### src/rtl/uart_echo_buffer.sv
// Buffered RX-to-TX echo path: a FIFO absorbs RX bursts and one output register
// drives TX. The mode selects byte echo, line echo, hold or flush; drops are counted.
module uart_echo_buffer #(
    parameter int DATA_W = 8,
    parameter int DEPTH  = 16,
    parameter int OVF_W  = 16
) (
    input  logic                       clk,
    input  logic                       rst_n,
    input  logic [1:0]                 cfg_mode,
    input  logic [DATA_W-1:0]          cfg_term,
    input  logic                       ovf_clr,
    input  logic                       rx_valid,
    input  logic [DATA_W-1:0]          rx_data,
    output logic                       tx_valid,
    output logic [DATA_W-1:0]          tx_data,
    input  logic                       tx_ready,
    output logic [$clog2(DEPTH+1)-1:0] level,
    output logic [$clog2(DEPTH+1)-1:0] pending,
    output logic                       ovf_pulse,
    output logic [OVF_W-1:0]           ovf_cnt
);
    localparam int LVL_W = $clog2(DEPTH + 1);
    localparam int PTR_W = $clog2(DEPTH);

    localparam logic [1:0] MODE_BYTE  = 2'b00;
    localparam logic [1:0] MODE_LINE  = 2'b01;
    localparam logic [1:0] MODE_HOLD  = 2'b10;
    localparam logic [1:0] MODE_FLUSH = 2'b11;

    logic [DATA_W-1:0] mem [DEPTH];
    logic [PTR_W:0]    wr_ptr;
    logic [PTR_W:0]    rd_ptr;
    logic              force_q;

    logic              empty;
    logic              full;
    logic              flush;
    logic              release_ok;
    logic              load;
    logic              push;
    logic              drop;
    logic              push_term;
    logic              pop_term;
    logic [DATA_W-1:0] head;

    always_comb begin
        empty      = (wr_ptr == rd_ptr);
        full       = (wr_ptr[PTR_W] != rd_ptr[PTR_W]) &&
                     (wr_ptr[PTR_W-1:0] == rd_ptr[PTR_W-1:0]);
        flush      = (cfg_mode == MODE_FLUSH);
        head       = mem[rd_ptr[PTR_W-1:0]];
        release_ok = 1'b0;
        case (cfg_mode)
            MODE_BYTE:  release_ok = 1'b1;
            MODE_LINE:  release_ok = (pending != '0) || force_q;
            MODE_HOLD:  release_ok = 1'b0;
            MODE_FLUSH: release_ok = 1'b0;
            default:    release_ok = 1'b0;
        endcase
        // A full FIFO drops even if a pop frees a slot this same cycle.
        load      = (!tx_valid || tx_ready) && !empty && release_ok && !flush;
        push      = rx_valid && !full && !flush;
        drop      = rx_valid && full && !flush;
        push_term = push && (rx_data == cfg_term);
        pop_term  = load && (head == cfg_term);
    end

    always_ff @(posedge clk) begin
        if (push) begin
            mem[wr_ptr[PTR_W-1:0]] <= rx_data;
        end
    end

    always_ff @(posedge clk or negedge rst_n) begin
        if (!rst_n) begin
            wr_ptr    <= '0;
            rd_ptr    <= '0;
            level     <= '0;
            pending   <= '0;
            tx_valid  <= 1'b0;
            tx_data   <= '0;
            ovf_pulse <= 1'b0;
            ovf_cnt   <= '0;
            force_q   <= 1'b0;
        end else begin
            if (flush) begin
                wr_ptr  <= '0;
                rd_ptr  <= '0;
                level   <= '0;
                pending <= '0;
            end else begin
                if (push) begin
                    wr_ptr <= wr_ptr + (PTR_W + 1)'(1);
                end
                if (load) begin
                    rd_ptr <= rd_ptr + (PTR_W + 1)'(1);
                end
                level   <= level + LVL_W'(push) - LVL_W'(load);
                pending <= pending + LVL_W'(push_term) - LVL_W'(pop_term);
            end

            if (load) begin
                tx_valid <= 1'b1;
                tx_data  <= head;
            end else if (tx_ready) begin
                tx_valid <= 1'b0;
            end

            ovf_pulse <= drop;
            if (ovf_clr) begin
                ovf_cnt <= '0;
            end else if (drop && (ovf_cnt != {OVF_W{1'b1}})) begin
                ovf_cnt <= ovf_cnt + OVF_W'(1);
            end

            // Line mode with a full FIFO and no terminator would never release.
            if ((cfg_mode != MODE_LINE) || empty) begin
                force_q <= 1'b0;
            end else if (full && (pending == '0)) begin
                force_q <= 1'b1;
            end
        end
    end
endmodule

### config.mk
export PLATFORM = sky130hd
export DESIGN_NAME = uart_echo_buffer
export DESIGN_NICKNAME = d
export VERILOG_FILES = /design/src/rtl/uart_echo_buffer.sv
export SDC_FILE = /design/constraint.sdc
export NUM_CORES = 1
export LEC_CHECK = 0
export ABC_CLOCK_PERIOD_IN_PS = 4100
export CORE_UTILIZATION = 30
export DETAILED_ROUTE_END_ITERATION = 10
export GPL_TIMING_DRIVEN = 0
export SETUP_SLACK_MARGIN = 0.1
export SLEW_MARGIN = 20
export SYNTH_ARGS = -nofsm -noshare
export SYNTH_HDL_FRONTEND = slang
export SYNTH_SLANG_ARGS = --single-unit
### constraint.sdc
create_clock -name clk -period 4.1 [get_ports clk]
set_clock_uncertainty 0.15 [all_clocks]
set_input_delay 1.23 -clock clk [delete_from_list [all_inputs] [get_ports clk]]
set_output_delay 1.23 -clock clk [all_outputs]
set_load 0.01 [all_outputs]
==> results_dict.tcl, run 1 <==
set metrics [dict create \
    status "complete, no violations" \
    final-setup-viol-count 0 \
    initial_core_util_pct 30.42 \
    post_synth_num_cell_types 57 \
    layout-area-overhead-vs-synth_pct 25.47 \
    cts.path.max_buffers 2 \
    grt_overflow_total 0 \
    clock-root-buffer "clkbuf_16" \
    hold_viol_final 0 \
    worst_setup_path_endpoint "pending[4]" \
    tightestPinTransition_ns 0.9221 \
    post-dp-hpwl_mm 12.97 \
    design.die.area_mm2 0.02700 \
    gp_congestion 0.8446 \
    final_cell_count_no_fill 986 \
    tritoncts "built" \
    report.final.slew_viol_count 0 \
    n_antenna_cell 0 \
    timing.critical_path.to_type "flop" \
    worst_ir_drop_vdd_mv 0.2628 \
    floorplan.die.height_um 164.3 \
    cts_max_level 4 \
    io_buffer_count 57 \
    max_freq_ghz 0.2622 \
    clock_latency_at_the_later_pin_of_the_worst_skew_pair_ns 0.45 \
    drt-vias-per-instance 4.889 \
    req_time_crit_path_ns 4.26 \
    period_needed_ns 3.814 \
    fin_tns_setup_ns 0 \
    number_of_global_route_vias_before_repair 4611 \
    ios 59 \
    worstReg2RegEnd "pending[4]" \
    global_route.usage.total_pct 14.46 \
    synth.yosys.seq_area_share_pct 63.50 \
    antenna_violations_before_repair 0 \
    post_synthesis_cell_area_mm2 0.007905 \
    preCtsSetupSlack_ns -0.8088 \
    asyncSetResetFlopFracSynth_pct 26.86 \
    p_per_area_mw_per_mm2 569.4 \
    reg2reg_slack_ns 0.29 \
    highest_count_cells_in_the_layout_ignoring_fill_and_taps "edfxtp_1, nor2_1, dfrtp_1" \
    timing.critical_path.arrival_ns 3.97 \
    register_clock_pin_slew_on_the_reported_worst_setup_and_hold_paths_ns 0.07 \
    final.fill_count 2454 \
    crit_type "flop to flop" \
    design.core.area_mm2 0.02598 \
    wirelength_mm 18.75 \
    power_frac_clock_pct 28.8 \
    drc_markers 0 \
    synth.avg_cell_area_um2 14.48 \
    post-route-period-util_pct 93.01 \
    ys_dominant_reg_cell "edfxtp_1" \
    dieWidth_um 164.3 \
    max_cap_viol_count 0 \
    num_rows 59 \
    worst_slew_margin_rel_pct 38.30 \
    grt_setup_unrepaired "false" \
    timing.rr.start "rd_ptr[0]" \
    syn-num-nets 588 \
    drt_antenna_net_count 0 \
    power.share.switching_pct 32.31 \
    fin_ws_ns 0.2865 \
    switching_power_mw 1.825 \
    cts_made_buffers 17 \
    class_of_the_tightest_hold_or_removal_check "flop to flop" \
    power_share_of_the_combinational_group_pct 33.1 \
    detail_route.iter0.violations 412 \
    worstSetupStartpointType "flop" \
    dr.pass1.iters 5 \
    vias 4821 \
    synth_warnings 0 \
    cts_hold_buffers 0 \
    most_common_cell_after_layout_fill_and_taps_aside "edfxtp_1" \
    numClockSinks 175 \
    intPower_mw 3.823 \
    power.leakage_nw 3.573 \
    critPathMaxFanout 10 \
    seq_power_share_pct 38.1 \
    rr_worst_depth 18 \
    dpl.cell_count 942 \
    fraction_of_final_layout_cells_sized_beyond_drive_strength_1_pct 20.74 \
    synth_edf_count 128 \
    grt_max_degree 27 \
    crit_path_start "rd_ptr[0]" \
    grt_pass1_wl_mm 28.25 \
    synth.ff_latch_count 175 \
    num-nets-final 680 \
    avgRoutedWirePerCell_um 19.02 \
    instance_count_of_the_mapped_netlist 546 \
]
## registers in the layout, summed over array words and instances, names as in the netlist
signal,count
wr_ptr,5
ovf_cnt,16
force_q,1
pending,5
mem,128
ovf_pulse,1
tx_data,8
tx_valid,1
level,5
rd_ptr,5
## cell usage after synthesis (all sizes together), types with 3 or more instances
cell type / number / area share, %
nand2: 28 / 1.3
mux2: 10 / 1.4
a21o: 3 / 0.28
nand2b: 6 / 0.47
xor2: 22 / 2.4
inv: 22 / 1.0
nor2b: 5 / 0.40
ha: 17 / 2.7
mux4: 30 / 8.5
nor3: 10 / 0.63
clkbuf: 9 / 0.43
a22oi: 4 / 0.38
nand4: 8 / 0.63
buf: 14 / 1.1
nand3: 7 / 0.44
mux2i: 10 / 1.3
o22ai: 5 / 0.40
xnor2: 18 / 2.0
nor2: 48 / 2.3
nor4: 11 / 1.1
or3: 11 / 0.93
edfxtp: 128 / 49
o21ai: 17 / 1.1
a21oi: 16 / 1.0
dfrtp: 47 / 15
and2: 9 / 0.71
## worst min path at each step
stage	slack, ns	cells after the start	to	startpoint
floorplan	0.33	2	force_q	force_q
finish	0.33	2	tx_data[2]	tx_data[2]
global placement	0.31	2	tx_data[0]	tx_data[0]
CTS	0.35	2	tx_data[2]	tx_data[2]
global route	0.39	2	tx_data[2]	tx_data[2]
detailed placement	0.32	2	tx_data[5]	tx_data[5]
## metal layers
layer	vias to the layer above	track usage, %	wire length [um]
li1	2251	-	-
met1	2423	19.84	8739
met2	131	22.92	8898
met3	16	3.030	868
met4	0	4.335	246
met5	-	0	0
## cell families (layout without fill, tap and decap cells)
family / count (synthesis) / in the layout / share of synthesized area, %
AO/OA/AOI/OAI: 65 / 65 / 5.318
XOR/XNOR: 40 / 40 / 4.432
adder cells (fa/ha/maj): 19 / 19 / 3.197
buffers and inverters: 46 / 151 / 2.627
flip-flops: 175 / 175 / 63.50
multiplexers: 50 / 50 / 11.24
AND/OR/NAND/NOR: 151 / 151 / 9.687
## through the flow
stage	utilization [%]	cell area [um2]	hold WS, ns	total power, mW
after global placement	34.23	8895	0.3110	3.771
after floorplan	-	7905	0.3273	3.239
after global routing	38.17	9918	0.3865	5.919
after detailed placement	34.45	8952	0.3199	3.797
final	38.17	9918	0.3350	5.648
after CTS	37.10	9639	0.3459	5.491
## worst max-delay path, stage by stage (launching register included)
cell and delay [ns]:
dfrtp_1 0.39, buf_8 0.17, buf_12 0.16, mux4_2 0.54, mux2i_1 0.18, nand2_1 0.11
a32oi_2 0.25, o2111ai_2 0.15, nor3_2 0.24, ha_1 0.26, inv_1 0.07, ha_2 0.18
inv_2 0.04, fa_2 0.36, inv_1 0.06, a21oi_1 0.05, nor2_1 0.13, or3_1 0.13
a21oi_1 0.05
## final cells by class
type / count / area [um2] / area share (%)
plain buffers: 23 / 215.2 / 2.170
clock buffers: 17 / 425.4 / 4.289
clock inverters: 15 / 175.2 / 1.766
inverters: 23 / 86.33 / 0.8704
multi-input cells: 325 / 2829 / 28.52
flip-flops and latches: 175 / 5021 / 50.62
well taps: 335 / 419.2 / 4.226
repair buffers: 73 / 747.0 / 7.531
## power by group through the flow
stage / Sequential, mW / Combinational, mW / Clock, mW
floorplan: 2.20 / 1.04 / 0
global placement: 2.18 / 1.59 / 0
detailed placement: 2.18 / 1.61 / 0
CTS: 2.15 / 1.69 / 1.66
global route: 2.17 / 2.03 / 1.72
finish: 2.15 / 1.87 / 1.63
## what timing repair did
item	CTS	global route
hold endpoints to repair	0	0
cloned	0	1
setup endpoints to repair	5	2
pin swaps	6	15
buffers inserted	1	10
gates resized for setup	25	51
Power figures use the tool's default switching activity.
==> run 2, diff against run 1 <==
Settings changed: CAP_MARGIN set to 20, CORE_UTILIZATION 30 to 51, PLACE_DENSITY set to 0.71.
==> results_dict.tcl, run 2 (same netlist as run 1, synthesis figures left out) <==
set metrics [dict create \
    grt_pass1_wl_mm 28.34 \
    clock_latency_at_the_later_pin_of_the_worst_skew_pair_ns 0.43 \
    antenna_violations_before_repair 0 \
    power.leakage_nw 3.496 \
    critPathMaxFanout 4 \
    final_cell_count_no_fill 837 \
    dr.pass1.iters 5 \
    tightestPinTransition_ns 0.9422 \
    period_needed_ns 4.135 \
    post-route-period-util_pct 100.8 \
    drt_antenna_net_count 0 \
    worst_slew_margin_rel_pct 36.96 \
    clock-root-buffer "clkbuf_16" \
    gp_congestion 1.021 \
    cts_max_level 4 \
    detail_route.iter0.violations 526 \
    grt_setup_unrepaired "true" \
    final.fill_count 1090 \
    fin_ws_ns -0.03478 \
    vias 4997 \
    violations "setup timing" \
    design.die.area_mm2 0.01600 \
    initial_core_util_pct 52.19 \
    preCtsSetupSlack_ns -0.7026 \
    grt_max_degree 32 \
    final_core_util_pct 63.44 \
    cts_made_buffers 17 \
    floorplan.die.height_um 126.5 \
    num-nets-final 679 \
    wirelength_mm 18.00 \
    timing.critical_path.arrival_ns 4.29 \
    numClockSinks 175 \
    number_of_global_route_vias_before_repair 5068 \
    class_of_the_tightest_hold_or_removal_check "flop to flop" \
    final-setup-viol-count 1 \
    register_clock_pin_slew_on_the_reported_worst_setup_and_hold_paths_ns 0.06 \
    dieWidth_um 126.5 \
    post-dp-hpwl_mm 12.24 \
    num_rows 45 \
    design.core.area_mm2 0.01515 \
    cts.path.max_buffers 2 \
    global_route.usage.total_pct 23.97 \
    highest_count_cells_in_the_layout_ignoring_fill_and_taps "edfxtp_1, nor2_1, dfrtp_1" \
    post_layout_power_mw 5.583 \
    max_cap_viol_count 0 \
    tritoncts "built" \
    fraction_of_final_layout_cells_sized_beyond_drive_strength_1_pct 19.57 \
    status "complete, but fails checks" \
    layout-area-overhead-vs-synth_pct 21.56 \
    io_buffer_count 57 \
    avgRoutedWirePerCell_um 21.51 \
    grt_overflow_total 0 \
    largest_register_ff_count 128 \
    worst_ir_drop_vdd_mv 0.3479 \
    n_antenna_cell 0 \
    most_common_cell_after_layout_fill_and_taps_aside "edfxtp_1" \
    max_freq_ghz 0.2419 \
    dpl.cell_count 796 \
    drc_markers 0 \
    crit_type "input pin to flop" \
    drt-vias-per-instance 5.970 \
    timing.critical_path.to_type "flop" \
    report.final.slew_viol_count 0 \
    final.hold.worst_slack_ns 0.3545 \
    hold_viol_final 0 \
    worstSetupStartpointType "input pin" \
    p_per_area_mw_per_mm2 581.0 \
    ios 59 \
    req_time_crit_path_ns 4.25 \
]
[run 2: cell type report]
class                      instances  area, um2  share of cell area, %
tap                              188      235.2                  2.448
clock buffer                      17      425.4                  4.427
multi-input combinational        325       2798                  29.11
clock inverter                    14      166.4                  1.732
sequential                       175       5020                  52.24
buffer                            23      183.9                  1.914
inverter                          23      86.33                 0.8984
timing repair buffer              72      694.4                  7.227
[run 2: worst paths after layout]
check	startpoint	endpoint	slack (ns)	depth (start not counted)
max	cfg_term[4]	pending[4]	-0.03	15
min	tx_data[6]	tx_data[6]	0.35	1
max reg2reg	rd_ptr[1]	pending[4]	0.07	18
min reg2reg	tx_data[6]	tx_data[6]	0.35	1
max in group asynchronous	rst_n	rd_ptr[2]	2.70	2
min in group asynchronous	rst_n	tx_data[4]	0.58	1
[run 2: per-layer routing]
metal	part of all wire [%]	up-vias	wire [um]	track usage (%)
met1	43	2524	7700	31.25
met3	4.6	41	834	4.260
met5	0	-	0	0
li1	-	2247	-	-
met2	50	185	8927	39.03
met4	3.0	0	541	12.05
[run 2: timing repair]
item / in CTS / in global routing
resized for setup: 29 / 28
hold buffers: 0 / 0
buffers inserted: 1 / 9
pin swaps: 10 / 11
endpoints found under the setup margin: 5 / 3
[run 2: critical path, stage by stage]
cell and delay, ns:
clkdlybuf4s50_1 0.58, o221ai_1 0.28, a32oi_1 0.34, o2111ai_2 0.18
nor3_2 0.26, ha_1 0.26, inv_1 0.06, ha_2 0.17
inv_2 0.04, fa_2 0.34, inv_2 0.06, a21oi_2 0.04
nor2_1 0.17, or3_1 0.18, a21oi_2 0.06
[run 2: power breakdown]
part           leakage (nW)  internal, mW  switching (mW)
clock                 0.285         0.956           0.689
combinational          1.43         0.883           0.906
sequential             1.78          2.06          0.0934
total                  3.50          3.89            1.69
[run 2: through the flow]
stage          TNS (ns)  cell area, um2
2_1_floorplan         0            7905
3_3_place_gp     -19.80            8711
3_5_place_dp     -5.977            8776
4_1_cts               0            9457
5_1_grt        -0.05058            9609
6_report       -0.03478            9609
==> run 3, diff against run 2 <==
Settings changed: CTS_BUF_LIST set to sky130_fd_sc_hd__clkbuf_4 sky130_fd_sc_hd__clkbuf_8.
==> results_dict.tcl, run 3 (same netlist as run 1, synthesis figures left out) <==
set metrics [dict create \
    status "complete, no violations" \
    grt_max_degree 32 \
    worst_ir_drop_vdd_mv 0.2914 \
    cts_made_buffers 17 \
    io_buffer_count 57 \
    number_of_global_route_vias_before_repair 5013 \
    cts.path.max_buffers 2 \
    period_needed_ns 4.051 \
    dr.pass1.iters 5 \
    class_of_the_tightest_hold_or_removal_check "flop to flop" \
    req_time_crit_path_ns 4.29 \
    crit_path_start "cfg_term[4]" \
    worst_slew_margin_rel_pct 36.19 \
    hold_viol_final 0 \
    cts_max_level 4 \
    cp_cell_sequence "clkdlybuf4s50_1, o221ai_2, o22ai_2, nand4_1, nor3_2, ha_1, inv_1, ha_2, inv_2, fa_2, inv_2, a21oi_2, nor2_1, or3_1, a21oi_2" \
    gp_congestion 1.021 \
    grt_setup_unrepaired "true" \
    final_core_util_pct 63.40 \
    multiInputGateArea_mm2 0.002875 \
    most_common_cell_after_layout_fill_and_taps_aside "edfxtp_1" \
    slowest_library_cell_on_the_worst_path "clkdlybuf4s50_1" \
    reg2reg_slack_ns 0.09 \
    global_route.usage.total_pct 23.85 \
    n_antenna_cell 0 \
    drt_antenna_net_count 0 \
    fraction_of_final_layout_cells_sized_beyond_drive_strength_1_pct 21.71 \
    design.core.area_mm2 0.01515 \
    floorplan.die.height_um 126.5 \
    post_dp_cell_area_mm2 0.008776 \
    dieWidth_um 126.5 \
    max_cap_viol_count 0 \
    final_cell_count_no_fill 842 \
    crit_type "input pin to flop" \
    post-dp-hpwl_mm 12.24 \
    register_clock_pin_slew_on_the_reported_worst_setup_and_hold_paths_ns 0.09 \
    tritoncts "built" \
    grt_overflow_total 0 \
    clock-root-buffer "clkbuf_8" \
    cts_hold_buffers 0 \
    final.hold.worst_slack_ns 0.3595 \
    report.final.slew_viol_count 0 \
    timing.critical_path.to_type "flop" \
    timing.rr.start "rd_ptr[1]" \
    critPathMaxFanout 4 \
    clock_latency_at_the_later_pin_of_the_worst_skew_pair_ns 0.46 \
    crit_path_max_incr_delay_ns 0.60 \
    post-route-period-util_pct 98.80 \
    avgRoutedWirePerCell_um 21.60 \
    seq_area_mm2 0.005020 \
    antenna_violations_before_repair 0 \
    vias 4951 \
    worstSetupStartpointType "input pin" \
    detail_route.iter0.violations 500 \
    highest_count_cells_in_the_layout_ignoring_fill_and_taps "edfxtp_1, nor2_1, dfrtp_1" \
    largest_register_ff_count 128 \
    fin_ws_ns 0.04929 \
    design.die.area_mm2 0.01600 \
    ios 59 \
    source_of_the_worst_hold_timing_path "tx_data[6]" \
    tightestPinTransition_ns 0.9536 \
    finish.instance_area_mm2 0.009603 \
    wirelength_mm 18.18 \
    p_per_area_mw_per_mm2 552.4 \
    final-setup-viol-count 0 \
    dpl.cell_count 796 \
    max_freq_ghz 0.2469 \
    grt_pass1_wl_mm 28.12 \
    num-nets-final 684 \
    drc_markers 0 \
    numClockSinks 175 \
    drt-vias-per-instance 5.880 \
    num_rows 45 \
    initial_core_util_pct 52.19 \
    timing.critical_path.arrival_ns 4.24 \
    power.leakage_nw 3.513 \
    preCtsSetupSlack_ns -0.7026 \
    layout-area-overhead-vs-synth_pct 21.48 \
    final.fill_count 1085 \
]
==> run 3: changes by cell type in the layout (fill, tap and decap cells not counted), sizes merged <==
cell,previous run,this run
clkdlybuf4s50,44,43
dlygate4sd2,7,3
buf,29,33
clkbuf,27,28
dlymetal6s2s,5,10
==> run 3: final timing paths <==
path,end,cells past startpoint
max,pending[4],15
min,tx_data[6],1
max reg2reg,pending[4],18
min reg2reg,tx_data[6],1
max in group asynchronous,tx_data[2],2
min in group asynchronous,pending[1],1
==> run 3: power breakdown <==
| part | internal (mW) | leakage [nW] | switching [mW] |
|---|---|---|---|
| clock | 0.599 | 0.198 | 0.632 |
| sequential | 2.05 | 1.78 | 0.0929 |
| combinational | 0.972 | 1.54 | 0.955 |
==> run 3: timing repair <==
item	in CTS	in global routing
cloned	0	1
pin swaps	5	14
setup endpoints to repair	5	4
buffers inserted	1	13
resized for setup	20	60
==> run 3: stage by stage <==
step,total power [mW],setup TNS [ns]
6_report,5.304,0
5_1_grt,5.575,-0.09642
4_1_cts,5.055,0
3_5_place_dp,3.780,-5.977
3_3_place_gp,3.722,-19.80
2_1_floorplan,3.239,0
==> run 3: routing by layer <==
| metal | global-route usage, % | vias to the layer above | part of all wire (%) |
|---|---|---|---|
| met5 | 0 | - | 0 |
| met4 | 11.06 | 0 | 2.5 |
| met3 | 4.639 | 33 | 5.9 |
| met2 | 39.06 | 187 | 50 |
| met1 | 31.00 | 2488 | 42 |
| li1 | - | 2243 | - |
==> run 3: layout make-up <==
| cell class | count | share of cell area, % |
|---|---|---|
| well taps | 188 | 2.450 |
| flip-flops and latches | 175 | 52.27 |
| plain buffers | 23 | 2.280 |
| multi-input cells | 325 | 29.94 |
| clock inverters | 14 | 1.733 |
| repair buffers | 77 | 7.987 |
| inverters | 23 | 0.8990 |
| clock buffers | 17 | 2.436 |
==> run 3: critical path, delay by kind of cell <==
kind	cells	cell delay, ns
buffers and inverters	4	0.76
and+or+nand+nor	4	0.88
adders and majority gates	3	0.80
AOI/OAI and AO/OA	4	0.55
